File: config.mk
export PLATFORM = sky130hd
export DESIGN_NAME = saf_pkt_buffer
export DESIGN_NICKNAME = d
export VERILOG_FILES = /design/src/rtl/saf_pkt_buffer.sv
export SDC_FILE = /design/constraint.sdc
export NUM_CORES = 1
export LEC_CHECK = 0
export ABC_AREA = 1
export ABC_CLOCK_PERIOD_IN_PS = 4750
export BUFFER_PORTS_ARGS = -buffer_cell sky130_fd_sc_hd__clkbuf_2
export CORE_UTILIZATION = 62
export CTS_CLUSTER_SIZE = 16
export DETAILED_ROUTE_END_ITERATION = 10
export PLACE_DENSITY = 0.8
export SETUP_SLACK_MARGIN = 0.1
export SLEW_MARGIN = 15
export SYNTH_ARGS = -nofsm -noshare
export SYNTH_HDL_FRONTEND = slang
export SYNTH_SLANG_ARGS = --single-unit
File: constraint.sdc
create_clock -name clk -period 4.75 [get_ports clk]
set_input_delay 0 -clock clk [delete_from_list [all_inputs] [get_ports clk]]
set_output_delay 0 -clock clk [all_outputs]
set_load 0.03 [all_outputs]
File: src/rtl/saf_pkt_buffer.sv
// Store-and-forward packet buffer: packets become readable only once their
// final word commits without an error flag; errored or oversize packets are rewound.
module saf_pkt_buffer #(
   parameter int DEPTH_LG2  = 4,
   parameter int DATA_WIDTH = 32
) (
   input  logic                  clk,
   input  logic                  rst_n,
   input  logic                  wren_i,
   input  logic [DATA_WIDTH-1:0] wdata_i,
   input  logic                  eop_i,
   output logic                  full_o,
   output logic                  pkt_avail_o,
   input  logic                  rden_i,
   output logic                  rvalid_o,
   output logic [DATA_WIDTH-1:0] rdata_o,
   output logic                  reop_o,
   output logic [DEPTH_LG2:0]    pkt_cnt_o,
   output logic [7:0]            drop_cnt_o
);

   localparam int DEPTH = 2**DEPTH_LG2;
   localparam logic [DEPTH_LG2:0] DEPTH_W = (DEPTH_LG2+1)'(DEPTH);
   localparam logic [DEPTH_LG2:0] PTR_ONE = (DEPTH_LG2+1)'(1);

   typedef enum logic [1:0] {IDLE, WRITE, DROP} state_t;

   state_t                r_state;
   logic [DEPTH_LG2:0]    r_wr_ptr;
   logic [DEPTH_LG2:0]    r_commit_ptr;
   logic [DEPTH_LG2:0]    r_rd_ptr;
   logic [DEPTH_LG2:0]    r_pkt_cnt;
   logic [7:0]            r_drop_cnt;
   logic [DATA_WIDTH-1:0] r_mem [DEPTH];
   logic [DEPTH-1:0]      r_eop_mem;

   logic                  w_full;
   logic                  w_accept;
   logic                  w_overflow;
   logic                  w_commit;
   logic                  w_rd;
   logic                  w_rd_eop;
   logic [DEPTH_LG2:0]    w_used;
   logic [7:0]            w_drop_inc;

   assign w_used     = r_wr_ptr - r_rd_ptr;
   assign w_full     = (w_used == DEPTH_W);
   assign w_accept   = wren_i & ~w_full & (r_state != DROP);
   assign w_overflow = wren_i &  w_full & (r_state != DROP);
   assign w_commit   = w_accept & eop_i & ~wdata_i[0];
   assign w_rd       = rden_i & (r_pkt_cnt != '0);
   // eop flags live in flops so the packet count can react in the read cycle
   assign w_rd_eop   = w_rd & r_eop_mem[r_rd_ptr[DEPTH_LG2-1:0]];
   assign w_drop_inc = (r_drop_cnt == 8'hFF) ? r_drop_cnt : r_drop_cnt + 8'd1;

   assign full_o      = w_full;
   assign pkt_avail_o = (r_pkt_cnt != '0);
   assign pkt_cnt_o   = r_pkt_cnt;
   assign drop_cnt_o  = r_drop_cnt;

   always_ff @(posedge clk) begin
      if (w_accept) begin
         r_mem[r_wr_ptr[DEPTH_LG2-1:0]]     <= wdata_i;
         r_eop_mem[r_wr_ptr[DEPTH_LG2-1:0]] <= eop_i;
      end
   end

   always_ff @(posedge clk or negedge rst_n) begin
      if (!rst_n) begin
         r_state      <= IDLE;
         r_wr_ptr     <= '0;
         r_commit_ptr <= '0;
         r_drop_cnt   <= '0;
      end else begin
         case (r_state)
            IDLE, WRITE: begin
               if (w_overflow) begin
                  r_wr_ptr   <= r_commit_ptr;
                  r_drop_cnt <= w_drop_inc;
                  r_state    <= eop_i ? IDLE : DROP;
               end else if (w_accept) begin
                  if (!eop_i) begin
                     r_wr_ptr <= r_wr_ptr + PTR_ONE;
                     r_state  <= WRITE;
                  end else if (wdata_i[0]) begin
                     r_wr_ptr   <= r_commit_ptr;
                     r_drop_cnt <= w_drop_inc;
                     r_state    <= IDLE;
                  end else begin
                     r_wr_ptr     <= r_wr_ptr + PTR_ONE;
                     r_commit_ptr <= r_wr_ptr + PTR_ONE;
                     r_state      <= IDLE;
                  end
               end
            end
            DROP: begin
               if (wren_i && eop_i) r_state <= IDLE;
            end
            default: r_state <= IDLE;
         endcase
      end
   end

   always_ff @(posedge clk or negedge rst_n) begin
      if (!rst_n) begin
         r_rd_ptr <= '0;
         rvalid_o <= 1'b0;
         rdata_o  <= '0;
         reop_o   <= 1'b0;
      end else begin
         rvalid_o <= w_rd;
         if (w_rd) begin
            rdata_o  <= r_mem[r_rd_ptr[DEPTH_LG2-1:0]];
            reop_o   <= r_eop_mem[r_rd_ptr[DEPTH_LG2-1:0]];
            r_rd_ptr <= r_rd_ptr + PTR_ONE;
         end
      end
   end

   always_ff @(posedge clk or negedge rst_n) begin
      if (!rst_n) begin
         r_pkt_cnt <= '0;
      end else begin
         case ({w_commit, w_rd_eop})
            2'b10:   r_pkt_cnt <= r_pkt_cnt + PTR_ONE;
            2'b01:   r_pkt_cnt <= r_pkt_cnt - PTR_ONE;
            default: r_pkt_cnt <= r_pkt_cnt;
         endcase
      end
   end

endmodule

; ---- Word-level counts from Yosys, hierarchy flattened
; Memory sizes are Yosys's and may differ from the RTL's. A register that Yosys moved wholly into a read port is not among the register bits.
; Cells that the tools add are included.
; Widths: inputs -> output; s select.
[totals]
elab_cells = 76
inputBits = 37
reg_bits = 48
memories = 1
ram_bits = 512
out_inout_bits = 49
[memory_table]
columns = name, depth, word_bits, rd, rd_ports_with_merged_regs, wr, line
row1 = r_mem, 16, 32, 1, 1, 1, 34  ; logic [DATA_WIDTH-1:0] r_mem [DEPTH];
[op_classes]
n_addsub = 6
muxes = 23
reduce_logical = 14
n_eq_ne = 9
bitwise_logic = 11
order_cmp = 3
[op_table]
columns = op, n
row1 = $mux 8, 5
row2 = $mux 5, 4
row3 = $bwmux 16, 1
row4 = $add 5x1->5 const B, 3
row5 = $lt 4x5->1 const B, 2
row6 = $pmux 5 s2, 1
row7 = $add 8x1->8 const B, 1
row8 = $and 1x1->1, 8
row9 = $eq 8x8->1 const B, 1
row10 = $mux 2, 4
row11 = $reduce_and 4->1, 2
row12 = $reduce_bool 2->1, 4
row13 = $eq 5x5->1 const B, 1
row14 = $mux 1, 5
row15 = $reduce_bool 5->1, 1
row16 = $sub 5x1->5 const B, 1
row17 = $sub 5x5->5, 1
row18 = $bmux 1 s4, 1
row19 = $demux 1 s4, 1
row20 = $eq 2x1->1 const B, 2
row21 = $eq 2x2->1 const B, 2
row22 = $ge 4x1->1 const B, 1
row23 = $ne 2x2->1 const B, 2
row24 = $pmux 2 s2, 1
row25 = other kinds (7), 11

; ---- Depth between registers and ports, before layout
[depth]
word_depth = 9
mapped_depth = 20
mapped_depth_nobuf = 18

; ---- Worst setup path after synthesis
; OpenSTA, ideal clock, no wires.
[synth_path]
kind = register -> register
from = register r_rd_ptr[1]
to = register r_eop_mem[0], enable pin
stages_incl_launch_ff = 14
path_slack_ps = 994
setup_ps = 423
path_buffers = 2
t_arrival_ps = 3332
t_required_ps = 4327
synth_period_minus_slack_ps = 3756
cell_sequence = dfrtp_1 > buf_4 > inv_2 > clkbuf_1 > ha_1 > nand2_1 > inv_1 > nand2_1 > inv_1 > nand3_1 > nor2_2 > nor2_2 > nand2_1 > nor2_1
[synth_between]
elab_chain_cells = 5
[synth_rtl]
columns = element, line
row1 = "start, declared", 31  ; logic [DEPTH_LG2:0] r_rd_ptr;
row2 = "start signal, assigned", 115  ; r_rd_ptr <= r_rd_ptr + PTR_ONE;
row3 = $sub 5x5->5, 46  ; assign w_used = r_wr_ptr - r_rd_ptr;
row4 = $eq 5x5->1, 47  ; assign w_full = (w_used == DEPTH_W);
row5 = via full_o, 12  ; output logic full_o,
row6 = $not 1->1, 48  ; assign w_accept = wren_i & ~w_full & (r_state != DROP);
row7 = $and 1x1->1 (2 in series), 48
row8 = "end signal, assigned by index", 64  ; r_eop_mem[r_wr_ptr[DEPTH_LG2-1:0]] <= eop_i;
row9 = "end, declared", 35  ; logic [DEPTH-1:0] r_eop_mem;
; The timed path passes the listed nets, and every way through them passes these cells.
; A chain may end at the register's enable or synchronous reset.

; ---- Worst setup path in the final report
[layout_path]
from = register r_rd_ptr[1]
to = register r_pkt_cnt[3] (netlist: pkt_cnt_o[3])
[layout_between]
elab_chain_cells = 9
elab_cells_between_ends = 14
cone_classes = add/sub: 1 / eq/ne: 3 / mux: 3 / bitwise: 6 / reduce/logical: 1
[layout_rtl]
columns = element, line
row1 = $sub 5x5->5, 46
row2 = $eq 5x5->1, 47
row3 = $not 1->1, 48
row4 = $and 1x1->1 (2 in series), 48
row5 = $and 1x1->1 (2 in series), 50  ; assign w_commit = w_accept & eop_i & ~wdata_i[0];
row6 = $eq 2x1->1 / $eq 2x2->1 (equally long branches), 124  ; case ({w_commit, w_rd_eop})
row7 = $pmux 5 s2 / $reduce_bool 2->1 (equally long branches), n/a
row8 = "end signal, assigned", 125  ; 2'b10: r_pkt_cnt <= r_pkt_cnt + PTR_ONE;
row9 = "end signal, assigned", 126  ; 2'b01: r_pkt_cnt <= r_pkt_cnt - PTR_ONE;
row10 = "end signal, assigned", 127  ; default: r_pkt_cnt <= r_pkt_cnt;
row11 = "end, declared", 32  ; logic [DEPTH_LG2:0] r_pkt_cnt;
; Several ways; a longest one is shown, not always the timed one. The select of a mux whose other input is x is not followed.

==> results.json <==
{
  "min_path_type": "primary input to flop",
  "worstPathMaxFanout": 68,
  "dp_hpwl_microns": 31900,
  "setup_slack_ns": 1.05,
  "post_drt_wl_per_cell_microns": 21.9,
  "htree_levels": 2,
  "peakVddDrop_mv": 0.416,
  "place_ws_ns": 1.22,
  "power.density_mw_per_mm2": 621,
  "detail-route-antenna-nets": 0,
  "cp.required_ns": 5.24,
  "swShare_pct": 37.8,
  "overflow": 0,
  "gp_congestion": 0.864,
  "die_w_microns": 200,
  "r2r-start": "r_rd_ptr[1]",
  "cts_buffers": 56,
  "synth_nets": 2096,
  "synth_area_sq_mm": 0.0242,
  "synth_top_area_cell": "edfxtp_1",
  "p_sw_mw": 6.44,
  "synthCells": 2044,
  "worst_pin_slew_ns": 1.23,
  "n_fill_cell": 2512,
  "grt_pass1_wl_microns": 90300,
  "synth.area.top_cells": "edfxtp_1 (65%), nor2_1 (7.0%), dfrtp_1 (6.6%)",
  "drive_gt1_share_pct": 12.2,
  "period_minus_slack_ns": 3.70,
  "grt_pass1_vias": 16200,
  "design.die.area_sq_mm": 0.0398,
  "grt_antenna_before_repair": 0,
  "status": "finished with violations",
  "ys_types": 33,
  "drc": 1,
  "vias": 16500,
  "period_share_pct": 77.9,
  "maxCapViolCount": 0,
  "grt_max_degree": 117,
  "relSlewSlack_pct": 17.6,
  "clkLatencyLatePin_ns": 0.61,
  "reg2regPathDepth": 17,
  "p_int_mw": 10.6,
  "pin_count": 86,
  "leakage_nw": 9.87,
  "cp-start-kind": "flop",
  "seqPwrFrac_pct": 39.9,
  "r2r-end": "pkt_cnt_o[3]",
  "dr.pass1.iters": 11,
  "die_h_microns": 200,
  "cts_tree": "done",
  "nets": 2195,
  "port_buffers": 85,
  "ys.warnings.count": 0,
  "arrival_ns": 4.19,
  "regToRegSetupSlack_ns": 1.05,
  "rsz0062_at_grt": "false",
  "clk_pin_slew_worst_paths_ns": 0.06,
  "hold_end": "r_commit_ptr[3]",
  "gr-usage-all-layers_pct": 30.4,
  "ys_seq_area_share_pct": 72.1,
  "path_class": "flop to flop",
  "placementRows": 72,
  "hold_path_depth": 3,
  "power.total_mw": 17.0,
  "tns_ns": 0,
  "setup_viol": 0,
  "hp-start": "eop_i",
  "vias_per_cell": 6.08,
  "timing.fmax_mhz": 270,
  "drt_wl_total_microns": 59200,
  "drt_iter0_drc": 1742,
  "ys_ff_latch": 592,
  "cts_setup_buffers": 0,
  "clkPwrFrac_pct": 26.5,
  "slew_viol_final": 0,
  "hold_violations": 0,
  "yosysTopAreaCellShare_pct": 65.5,
  "coreArea_sq_mm": 0.0386,
  "root_buffer": "clkbuf_16",
  "area_delta_synth_final_pct": 13.4,
  "syn_area_per_cell_sq_um": 11.8,
  "antenna_cells": 0,
  "clkSinkCount": 592,
  "fin_skew_ns": 0.0169,
  "start_util_pct": 62.8,
  "cp-end-kind": "flop",
  "p_comb_share_pct": 33.6,
  "cts_buffer_depth": 3,
  "violations": "design-rule violations"
}
power groups by stage:
stage	Clock [mW]	Sequential (mW)	Combinational, mW
2_1_floorplan	0	7.07	3.74
3_3_place_gp	0	6.87	5.38
3_5_place_dp	0	6.90	5.58
4_1_cts	4.53	6.80	5.69
5_1_grt	4.73	6.87	6.29
6_report	4.51	6.81	5.73
cell usage after synthesis:
cell type and n:
xnor2_1 3, nand2_1 231, buf_6 14, buf_2 23, a21boi_0 1, inv_1 65
nor2_2 5, inv_4 1, nand3_1 97, nand4_1 11, buf_4 7, clkbuf_1 62
ha_1 14, or2_1 2, or2_2 33, nor2_1 454, o21ai_1 82, fa_1 1
buf_1 7, inv_2 4, a21oi_1 57, and2_1 2, edfxtp_1 528, o21ai_2 1
o21ai_0 193, o211ai_1 65, xor2_1 10, nor3_1 2, o22a_1 1, clkinv_1 2
nand3b_1 1, o22ai_1 1, dfrtp_1 64
metal layers:
| metal | track usage [%] | up-vias | share of wire [%] |
|---|---|---|---|
| met3 | 4.10 | 149 | 8.1 |
| met5 | 0 | - | 0 |
| li1 | - | 7369 | - |
| met4 | 13.2 | 0 | 3.7 |
| met1 | 40.7 | 8070 | 39 |
| met2 | 50.4 | 871 | 50 |
cells in the final DEF, fill, tap and decap left out, drive strengths merged, types with 3 or more instances in the layout:
cell           n
ha            14
clkinv        30
or2           35
clkinvlp       3
a21oi         57
o21ai        276
o211ai        65
dlygate4sd3   36
xnor2          3
nand4         11
nand2        231
xor2          10
inv           71
dfrtp         64
nor2         459
edfxtp       528
bufinv         7
clkbuf       149
buf           34
nand3         97
state kept, by name, indices dropped and copies added, names as in the netlist:
name	flops
rvalid_o	1
r_state	2
pkt_cnt_o	5
r_mem	512
reop_o	1
r_eop_mem	16
r_commit_ptr	5
rdata_o	32
r_wr_ptr	5
r_rd_ptr	5
drop_cnt_o	8
stage by stage:
| step | hold WS [ns] | area, sq um | std cells | util [%] |
|---|---|---|---|---|
| after detailed placement | -0.0194 | 25200 | 2566 | 65.4 |
| after floorplan | -0.296 | 24200 | 2044 | - |
| after global routing | 0.128 | 27500 | 2707 | 71.2 |
| final | 0.103 | 27500 | 2707 | 71.2 |
| after global placement | -0.0193 | 25200 | 2566 | 65.4 |
| after CTS | 0.0781 | 27500 | 2707 | 71.2 |
logic make-up after synthesis:
| family | synth area share [%] |
|---|---|
| AO/OA/AOI/OAI | 9.01 |
| flip-flops | 72.1 |
| AND/OR/NAND/NOR | 14.1 |
| XOR/XNOR | 0.470 |
| buffers and inverters | 3.54 |
| adder cells (fa/ha/maj) | 0.806 |
critical path: stages (launching register included):
cell	delay, ns
dfrtp_4	0.68
inv_2	0.12
buf_4	0.72
o21ai_0	0.26
o21ai_0	0.21
nand2_1	0.06
nand2_1	0.08
inv_1	0.05
nand2_1	0.05
nand2_1	0.09
inv_1	0.06
ha_1	0.28
ha_1	0.28
nand2_1	0.06
inv_1	0.04
o21ai_0	0.23
a21oi_1	0.11
o22a_1	0.19
how the worst max path moves through the flow:
stage          slack, ns  depth (start not counted)   startpoint            to
2_1_floorplan       0.99                         13  r_rd_ptr[1]  r_eop_mem[0]
3_3_place_gp        1.29                         17  r_rd_ptr[1]  pkt_cnt_o[3]
3_5_place_dp        1.22                         17  r_rd_ptr[1]  pkt_cnt_o[3]
4_1_cts             1.16                         17  r_rd_ptr[1]  pkt_cnt_o[3]
5_1_grt             0.80                         17  r_rd_ptr[1]  pkt_cnt_o[3]
6_report            1.05                         17  r_rd_ptr[1]  pkt_cnt_o[3]
final cells by class:
| class | count | area (sq um) | share of cell area [%] |
|---|---|---|---|
| Multi-Input combinational cell | 1267 | 6020 | 21.9 |
| Clock buffer | 65 | 1460 | 5.30 |
| Clock inverter | 39 | 393 | 1.43 |
| Timing Repair Buffer | 154 | 1200 | 4.37 |
| Tap cell | 518 | 648 | 2.36 |
| Sequential cell | 592 | 17500 | 63.6 |
| Inverter | 72 | 275 | 1.00 |
timing repair:
item / CTS / global route
hold buffers: 37 / 0
gates resized for setup: 0 / 0
endpoints found under the hold margin: 588 / 0
(Power assumes the default switching activity.)
